$ cat src/rtl/data_loop_pkg.sv
// Shared types and constants for the LED data-loop sequencer.
// Latency: n/a (definitions only).
// Backpressure: n/a (definitions only).
package data_loop_pkg;

  typedef enum logic [1:0] {
    IDLE   = 2'd0,
    LOAD   = 2'd1,
    COMMIT = 2'd2,
    ERROR  = 2'd3
  } state_t;

  localparam logic [3:0] CMD_INIT  = 4'h0;
  localparam logic [7:0] BCAST_ID  = 8'hFF;
  localparam int         DATA_W    = 48;
  localparam int         NUM_SLOTS = 4;

  typedef logic [DATA_W-1:0] beat_t;

endpackage

$ cat src/rtl/beat_timeout_counter.sv
// Idle-cycle counter between data beats; raises hit when the count equals TIMEOUT_CYC.
// Latency: hit is registered-count based, valid the cycle after the count reaches the limit.
// Backpressure: none; saturates at the limit until cleared.
// Ports: clk, rst (sync active-high), clr (zero count), en (count one cycle), hit (terminal flag).
module beat_timeout_counter #(
  parameter int unsigned TIMEOUT_CYC = 1023
) (
  input  logic clk,
  input  logic rst,
  input  logic clr,
  input  logic en,
  output logic hit
);

  localparam logic [31:0] TERM_FULL = TIMEOUT_CYC;
  localparam logic [15:0] TERM      = TERM_FULL[15:0];

  logic [15:0] cnt_q;

  assign hit = (cnt_q == TERM);

  always_ff @(posedge clk) begin
    if (rst) begin
      cnt_q <= 16'd0;
    end else if (clr) begin
      cnt_q <= 16'd0;
    end else if (en && !hit) begin
      cnt_q <= cnt_q + 16'd1;
    end
  end

endmodule

$ cat src/rtl/data_loop_sequencer.sv
// Front end for the LED datapath: filters addressed commands, streams a 4-beat burst, commits it as a frame.
// Latency: beat -> DATA_i in 1 cycle; last beat -> CTS and DATA_loop_n in 2 cycles; init pulse 1 cycle after command.
// Backpressure: cmd_ready only in IDLE/ERROR, in_ready only in LOAD; an idle gap of TIMEOUT_CYC cycles aborts to ERROR.
// Ports: sys_clk/sys_resetb (sync, active-high); cmd_valid/cmd_ready/cmd_i/operand_id_i command channel;
//   in_valid/in_ready/in_data beat channel; CMD/Operand_ID/DATA_i/loop_count slot-write outputs;
//   init/CTS pulses; error_flag sticky; DATA_loop_0..3 committed frame; busy = not IDLE.
module data_loop_sequencer
  import data_loop_pkg::*;
#(
  parameter logic [4:0]  ROW         = 5'b0,
  parameter logic [2:0]  COLUMN      = 3'b0,
  parameter int unsigned TIMEOUT_CYC = 1023
) (
  input  logic              sys_clk,
  input  logic              sys_resetb,
  input  logic              cmd_valid,
  output logic              cmd_ready,
  input  logic [3:0]        cmd_i,
  input  logic [7:0]        operand_id_i,
  input  logic              in_valid,
  output logic              in_ready,
  input  logic [DATA_W-1:0] in_data,
  output logic [3:0]        CMD,
  output logic [7:0]        Operand_ID,
  output logic [DATA_W-1:0] DATA_i,
  output logic [1:0]        loop_count,
  output logic              init,
  output logic              CTS,
  output logic              error_flag,
  output logic [DATA_W-1:0] DATA_loop_0,
  output logic [DATA_W-1:0] DATA_loop_1,
  output logic [DATA_W-1:0] DATA_loop_2,
  output logic [DATA_W-1:0] DATA_loop_3,
  output logic              busy
);

  state_t      state_q, state_d;
  logic [1:0]  beat_idx_q;
  beat_t       shadow_q    [NUM_SLOTS];
  beat_t       data_loop_q [NUM_SLOTS];

  logic addr_match, is_init, cmd_acc, beat_acc, start_frame;
  logic timeout_hit, to_clr, to_en;

  assign addr_match  = (operand_id_i == {ROW, COLUMN}) || (operand_id_i == BCAST_ID);
  assign is_init     = (cmd_i == CMD_INIT);
  assign cmd_acc     = cmd_valid && cmd_ready;
  assign beat_acc    = in_valid && in_ready;
  assign start_frame = cmd_acc && addr_match && !is_init;

  assign to_clr = beat_acc || start_frame;
  assign to_en  = (state_q == LOAD) && !beat_acc;

  beat_timeout_counter #(
    .TIMEOUT_CYC (TIMEOUT_CYC)
  ) u_timeout (
    .clk (sys_clk),
    .rst (sys_resetb),
    .clr (to_clr),
    .en  (to_en),
    .hit (timeout_hit)
  );

  assign busy        = (state_q != IDLE);
  assign DATA_loop_0 = data_loop_q[0];
  assign DATA_loop_1 = data_loop_q[1];
  assign DATA_loop_2 = data_loop_q[2];
  assign DATA_loop_3 = data_loop_q[3];

  always_ff @(posedge sys_clk) begin
    if (sys_resetb) state_q <= IDLE;
    else            state_q <= state_d;
  end

  always_comb begin
    state_d   = state_q;
    cmd_ready = 1'b0;
    in_ready  = 1'b0;
    case (state_q)
      IDLE, ERROR: begin
        cmd_ready = 1'b1;
        // ERROR behaves like IDLE once a command arrives, even an unmatched one.
        if (cmd_valid) state_d = (addr_match && !is_init) ? LOAD : IDLE;
      end
      LOAD: begin
        // No beat is taken on the expiry cycle so an abort never half-writes a slot.
        in_ready = !timeout_hit;
        if (timeout_hit)                          state_d = ERROR;
        else if (in_valid && beat_idx_q == 2'd3)  state_d = COMMIT;
      end
      COMMIT:  state_d = IDLE;
      default: state_d = IDLE;
    endcase
    // Keep both handshakes low while reset is held so nothing is consumed.
    if (sys_resetb) begin
      cmd_ready = 1'b0;
      in_ready  = 1'b0;
    end
  end

  always_ff @(posedge sys_clk) begin
    if (sys_resetb) begin
      CMD        <= 4'h0;
      Operand_ID <= 8'h00;
      DATA_i     <= '0;
      loop_count <= 2'd0;
      init       <= 1'b0;
      CTS        <= 1'b0;
      error_flag <= 1'b0;
      beat_idx_q <= 2'd0;
      for (int n = 0; n < NUM_SLOTS; n++) begin
        shadow_q[n]    <= '0;
        data_loop_q[n] <= '0;
      end
    end else begin
      init <= 1'b0;
      CTS  <= 1'b0;

      if (cmd_acc) begin
        error_flag <= 1'b0;
        if (addr_match && is_init) begin
          init <= 1'b1;
          for (int n = 0; n < NUM_SLOTS; n++) data_loop_q[n] <= '0;
        end else if (addr_match) begin
          CMD        <= cmd_i;
          Operand_ID <= operand_id_i;
          beat_idx_q <= 2'd0;
        end
      end

      if (beat_acc) begin
        DATA_i               <= in_data;
        loop_count           <= beat_idx_q;
        shadow_q[beat_idx_q] <= in_data;
        beat_idx_q           <= beat_idx_q + 2'd1;
      end

      if (state_q == COMMIT) begin
        CTS <= 1'b1;
        for (int n = 0; n < NUM_SLOTS; n++) data_loop_q[n] <= shadow_q[n];
      end

      if (state_q == LOAD && timeout_hit) error_flag <= 1'b1;
    end
  end

endmodule

$ cat config.mk
export PLATFORM = sky130hd
export DESIGN_NAME = data_loop_sequencer
export DESIGN_NICKNAME = d
export VERILOG_FILES = /design/src/rtl/data_loop_pkg.sv /design/src/rtl/beat_timeout_counter.sv /design/src/rtl/data_loop_sequencer.sv
export SDC_FILE = /design/constraint.sdc
export NUM_CORES = 1
export LEC_CHECK = 0
export CAP_MARGIN = 20
export CORE_ASPECT_RATIO = 0.6
export CORE_MARGIN = 3
export CORE_UTILIZATION = 41
export DETAILED_ROUTE_END_ITERATION = 16
export GPL_TIMING_DRIVEN = 0
export PLACE_DENSITY = 0.77
export SYNTH_ARGS = -nofsm -noshare
export SYNTH_HDL_FRONTEND = slang
export SYNTH_SLANG_ARGS = --single-unit
$ cat constraint.sdc
create_clock -name sys_clk -period 2.78 [get_ports sys_clk]
set_input_delay 0.278 -clock sys_clk [delete_from_list [all_inputs] [get_ports sys_clk]]
set_output_delay 0.278 -clock sys_clk [all_outputs]
set_load 0.05 [all_outputs]
[Yosys cells after proc, flatten, opt, wreduce, memory -nomap -nowiden]
Memories as Yosys holds them, arrays and structs flattened.
Index checks and enable logic that the tools add are counted.
Operators by class
  $add $sub $neg: 2
  multiply operators: 0
  div/mod/pow operators: 0
  order comparisons: 0
  eq/ne operators: 9
  shifts and indexed selects: 0
  muxes and demuxes: 38
  bitwise gates (word level): 9
  reductions and logical operators: 28
Operators by type and width (count)
  $mux W48: 9
  $reduce_or A48 Y1: 1
  $mux W1: 20
  $add A16 B1 Y16 const B: 1
  $eq A16 B10 Y1 const B: 1
  $mux W2: 8
  $logic_and A1 B1 Y1: 10
  $eq A8 B8 Y1 const B: 1
  $logic_not A8 Y1: 1
  $or A1 B1 Y1: 8
  $reduce_bool A2 Y1: 4
  $eq A2 B2 Y1 const B: 3
  $pmux W2 S3: 1
  $reduce_and A3 Y1: 2
  $logic_not A4 Y1: 1
  $ne A2 B2 Y1 const B: 2
  $reduce_or A2 Y1: 2
  $logic_not A1 Y1: 3
  $ne A3 B2 Y1 const B: 1
  $add A2 B1 Y2 const B: 1
  $eq A2 B1 Y1 const B: 1
  $logic_not A2 Y1: 1
  $logic_or A1 B1 Y1: 2
  $reduce_and A2 Y1: 1
  $not A1 Y1: 1
Word-level totals
  flip-flop bits (word level): 85
  bits in latches: 0
  memory bits (writable): 384
  ROM bits: 0
  bits of input ports: 64
  output and inout port bits: 260
  word-level logic and storage cells: 98
  memories kept: 2
Memory list
  data_loop_q: words 4, bits a word 48, read ports 4, clocked after memory_dff 0, wr ports 4, RTL line data_loop_sequencer.sv:40  | beat_t data_loop_q [NUM_SLOTS];
  shadow_q: words 4, bits a word 48, read ports 4, clocked after memory_dff 0, wr ports 4, RTL line data_loop_sequencer.sv:39  | beat_t shadow_q [NUM_SLOTS];

[Longest topological paths before layout]
  word-level depth: 10
  depth in mapped cells: 9
  depth with buffers taken out: 7

[Cells and area by module]
A second synthesis with hierarchy kept.
Second synthesis, totals
  cells, all modules: 1289
  area, all modules: 17511.8 um^2
Modules (own cells, without submodules)
  data_loop_sequencer: times used 1, cells an instance 1194, area each 16644.7 um^2, seq. area each 12431.9 um^2
  beat_timeout_counter: times used 1, cells an instance 95, area each 867.1 um^2, seq. area each 320.3 um^2

[Worst setup path before layout]
No wires, ideal clock.
  path kind: register to register
  start point: register state_q[0]
  end point: memory data_loop_q[0][0] (netlist name) (enable)
  setup time: 0.402 ns
  arrival time: 3.286 ns
  required time: 2.378 ns
  setup slack: -0.908 ns
  cell stages (with the launch flop): 9
  path buffers: 1
  period minus slack after synthesis: 3.688 ns
  cells stage by stage: dfxtp_1 -> inv_1 -> ha_1 -> nor2_1 -> nand2_1 -> a211oi_1 -> nor3_1 -> clkbuf_1 -> inv_1
RTL lines
  from (decl): RTL line data_loop_sequencer.sv:37  | state_t state_q, state_d;
  from (signal assigned): RTL line data_loop_sequencer.sv:72  | else state_q <= state_d;
  to (decl): RTL line data_loop_sequencer.sv:40

==> results.toml <==
[synthesis]
synth_cells = 1122
ys_ff_latch = 469
yosys-top-cells-area = "edfxtp_1 (60%), dfxtp_1 (16%), and2_1 (11%)"
ys_seq_area_share_pct = 75.76
ys.flop_type = "edfxtp_1"
syn-num-nets = 1192
synth_area_um2 = 16830
yosysWarnings = 0
synth-edff-count = 336
synth_top_area_cell = "edfxtp_1"
ys_async_sr_fraction_pct = 0
yosysUniqueCellTypes = 41
syn_avg_cell_area_um2 = 15.00
synth_top_area_share_pct = 59.94

[clock_tree]
cts_buffers = 42
cts_tree = "built"
clk_latency_ns = 0.54
cts-root-buf = "clkbuf_16"
htreeDepth = 2
clock_path_buffers = 3
cts_sinks = 469
clk_pin_slew_worst_paths_ns = 0.06

[global_route]
overflow = 0
grt_max_degree = 49
grt_pass1_vias = 10652
grt_pass1_wl_mm = 66.90
track_usage_pct = 20.68
grt_antenna_before_repair = 0

[worst_setup_path]
crit_type = "reg2reg"
cp-start-kind = "flop"
end_kind = "flop"
worstPathArrival_ns = 2.97
critPathMaxFanout = 11
worstPathRequired_ns = 3.06

[routing]
drt_iter0_markers = 898
wl_mm = 45.21
first_pass_iters = 5
avgViaCountPerCell = 5.038
post_drt_wl_per_cell_um = 21.88
drc = 0
vias = 10408
ant_nets = 0

[power_and_ir_drop]
powerDensity_nw_per_um2 = 689.8
peakVddDrop_mv = 0.3398
leakage_nw = 8.797

[sta]
clock.fmax_mhz = 371.5
rsz0062_at_grt = "false"
layout_setup_ws_ns = 0.08806
hold_slack_ns = 0.4307
period_share_pct = 96.83
skew_ns = 0.02428
relSlewSlack_pct = 29.18
final_hold_viol_count = 0
max_slew.worst_pin.slew_ns = 1.062
setup_violations = 0
slew_viol_final = 0
layout_min_cycle_time_ns = 2.692

[hold_path]
min_path_type = "in2reg"

[place]
dp_hpwl_mm = 31.98
portBuffers = 322
gp_congestion = 0.8079
pre_cts_slack_ns = -1.115

[finish]
layout-drive-gt1-share_pct = 8.101
layout_commonest_cell = "edfxtp_1"
layout-area-overhead-vs-synth_pct = 33.30
mostFrequentLayoutCells = "edfxtp_1 (336), clkdlybuf4s50_1 (321), and2_1 (288)"
nets = 1581
fillCellCount = 3134

[die]
start_util_pct = 42.29
core_um2 = 39800
die_y_um = 163.0
dieArea_um2 = 43600
fp.dieW_um = 267.6
rows = 56
io_pins = 324

[job]
max_cap_viol_count = 0

[status]
status = "finished clean"
## final timing paths
check / startpoint / to / slack (ns) / cells past startpoint
worst max-delay path: u_timeout.cnt_q[12]$_SDFFE_PP0P_ / shadow_q[1][34]$_SDFFCE_PN0P_ / 0.09 / 8
worst min-delay path: cmd_i[3] / CMD[3]$_SDFFE_PP0P_ / 0.43 / 3
worst max register to register: u_timeout.cnt_q[12]$_SDFFE_PP0P_ / shadow_q[1][34]$_SDFFCE_PN0P_ / 0.09 / 8
worst min register to register: shadow_q[2][16]$_SDFFCE_PN0P_ / data_loop_q[2][16]$_SDFFE_PP0P_ / 0.45 / 1
## metal layers
layer | GRT usage, % | routed length [um] | vias up
met4 | 5.297 | 878 | 0
met2 | 32.08 | 20540 | 383
met5 | 0 | 0 | -
met1 | 29.46 | 20650 | 5169
met3 | 4.922 | 3145 | 73
li1 | - | - | 4783
## state kept, by name, summed over array words and instances (netlist names), 2 cells and up
name / flops
beat_idx_q: 2
u_timeout.cnt_q: 16
shadow_q: 192
DATA_i: 48
loop_count: 2
CMD: 4
Operand_ID: 8
data_loop_q: 192
state_q: 2
## cell families (layout without fill, tap and decap cells)
kind of cell | after synthesis | count (layout) | synth area share [%]
DFF | 469 | 469 | 75.76
and+or+nand+nor | 433 | 435 | 15.36
AOI/OAI and AO/OA | 122 | 122 | 5.679
buffers and inverters | 72 | 491 | 1.672
xor gates and xnor gates | 15 | 15 | 0.7805
adders and majority gates | 6 | 6 | 0.4460
muxes | 5 | 5 | 0.2973
other | 0 | 1 | 0
## layout make-up
cell class                 count  area [um2]  area share [%]
clock inverter                14       126.4          0.5632
sequential                   469       12750           56.83
inverter                       6       33.78          0.1506
antenna                        1       2.502         0.01115
timing repair buffer         342        3458           15.41
clock buffer                  62        1207           5.381
tap                          522       653.1           2.911
timing repair inverter         2       15.01         0.06692
multi-input combinational    583        3904           17.40
buffer                        65       285.3           1.271
## report_power, final
part / internal, mW / switching (mW) / total, mW
clock network: 3.20 / 2.49 / 5.69
registers: 7.82 / 0.117 / 7.94
logic: 0.563 / 1.29 / 1.85
total: 11.6 / 3.89 / 15.5
## stage by stage
step | TNS [ns] | cell area [um2] | util (%) | power [mW] | cells
floorplan | 0 | 16860 | - | 9.108 | 1122
global placement | -544.88 | 20740 | 52.11 | 9.851 | 1966
global route | 0 | 22440 | 56.37 | 16.01 | 2065
CTS | -0.06437 | 22410 | 56.30 | 15.62 | 2065
finish | 0 | 22440 | 56.38 | 15.48 | 2066
detailed placement | -267.56 | 20900 | 52.52 | 9.907 | 1976
## synthesized netlist by cell type (3+ instances only)
master,n
and2_1,288
a22o_1,48
xor2_1,4
nor3_1,7
or2_2,5
nand4_1,6
ha_1,6
nand3_1,7
dfxtp_1,133
xnor2_1,11
nor2_1,27
buf_1,3
nand2_1,21
and3_1,51
edfxtp_1,336
inv_1,6
buf_2,9
a21oi_1,13
a211oi_1,3
nor4_1,8
clkbuf_1,54
a21o_1,48
nor2b_1,3
mux2i_1,5
## critical path, stage by stage, from the launching register on
cell      delay [ns]
dfxtp_1         0.35
or4_4           0.56
o41a_1          0.44
nand2_2         0.16
nor3b_2         0.09
buf_2           0.17
clkbuf_4        0.21
or2_4           0.27
buf_4           0.19
## timing repair
| item | 4_1_cts | 5_1_grt |
|---|---|---|
| resized for setup | 25 | 14 |
| buffers inserted | 10 | 0 |
| setup endpoints to repair | 399 | 122 |
| pin swaps | 3 | 0 |
| gates cloned | 4 | 0 |
| hold buffers | 0 | 0 |
(Power assumes the default switching activity.)
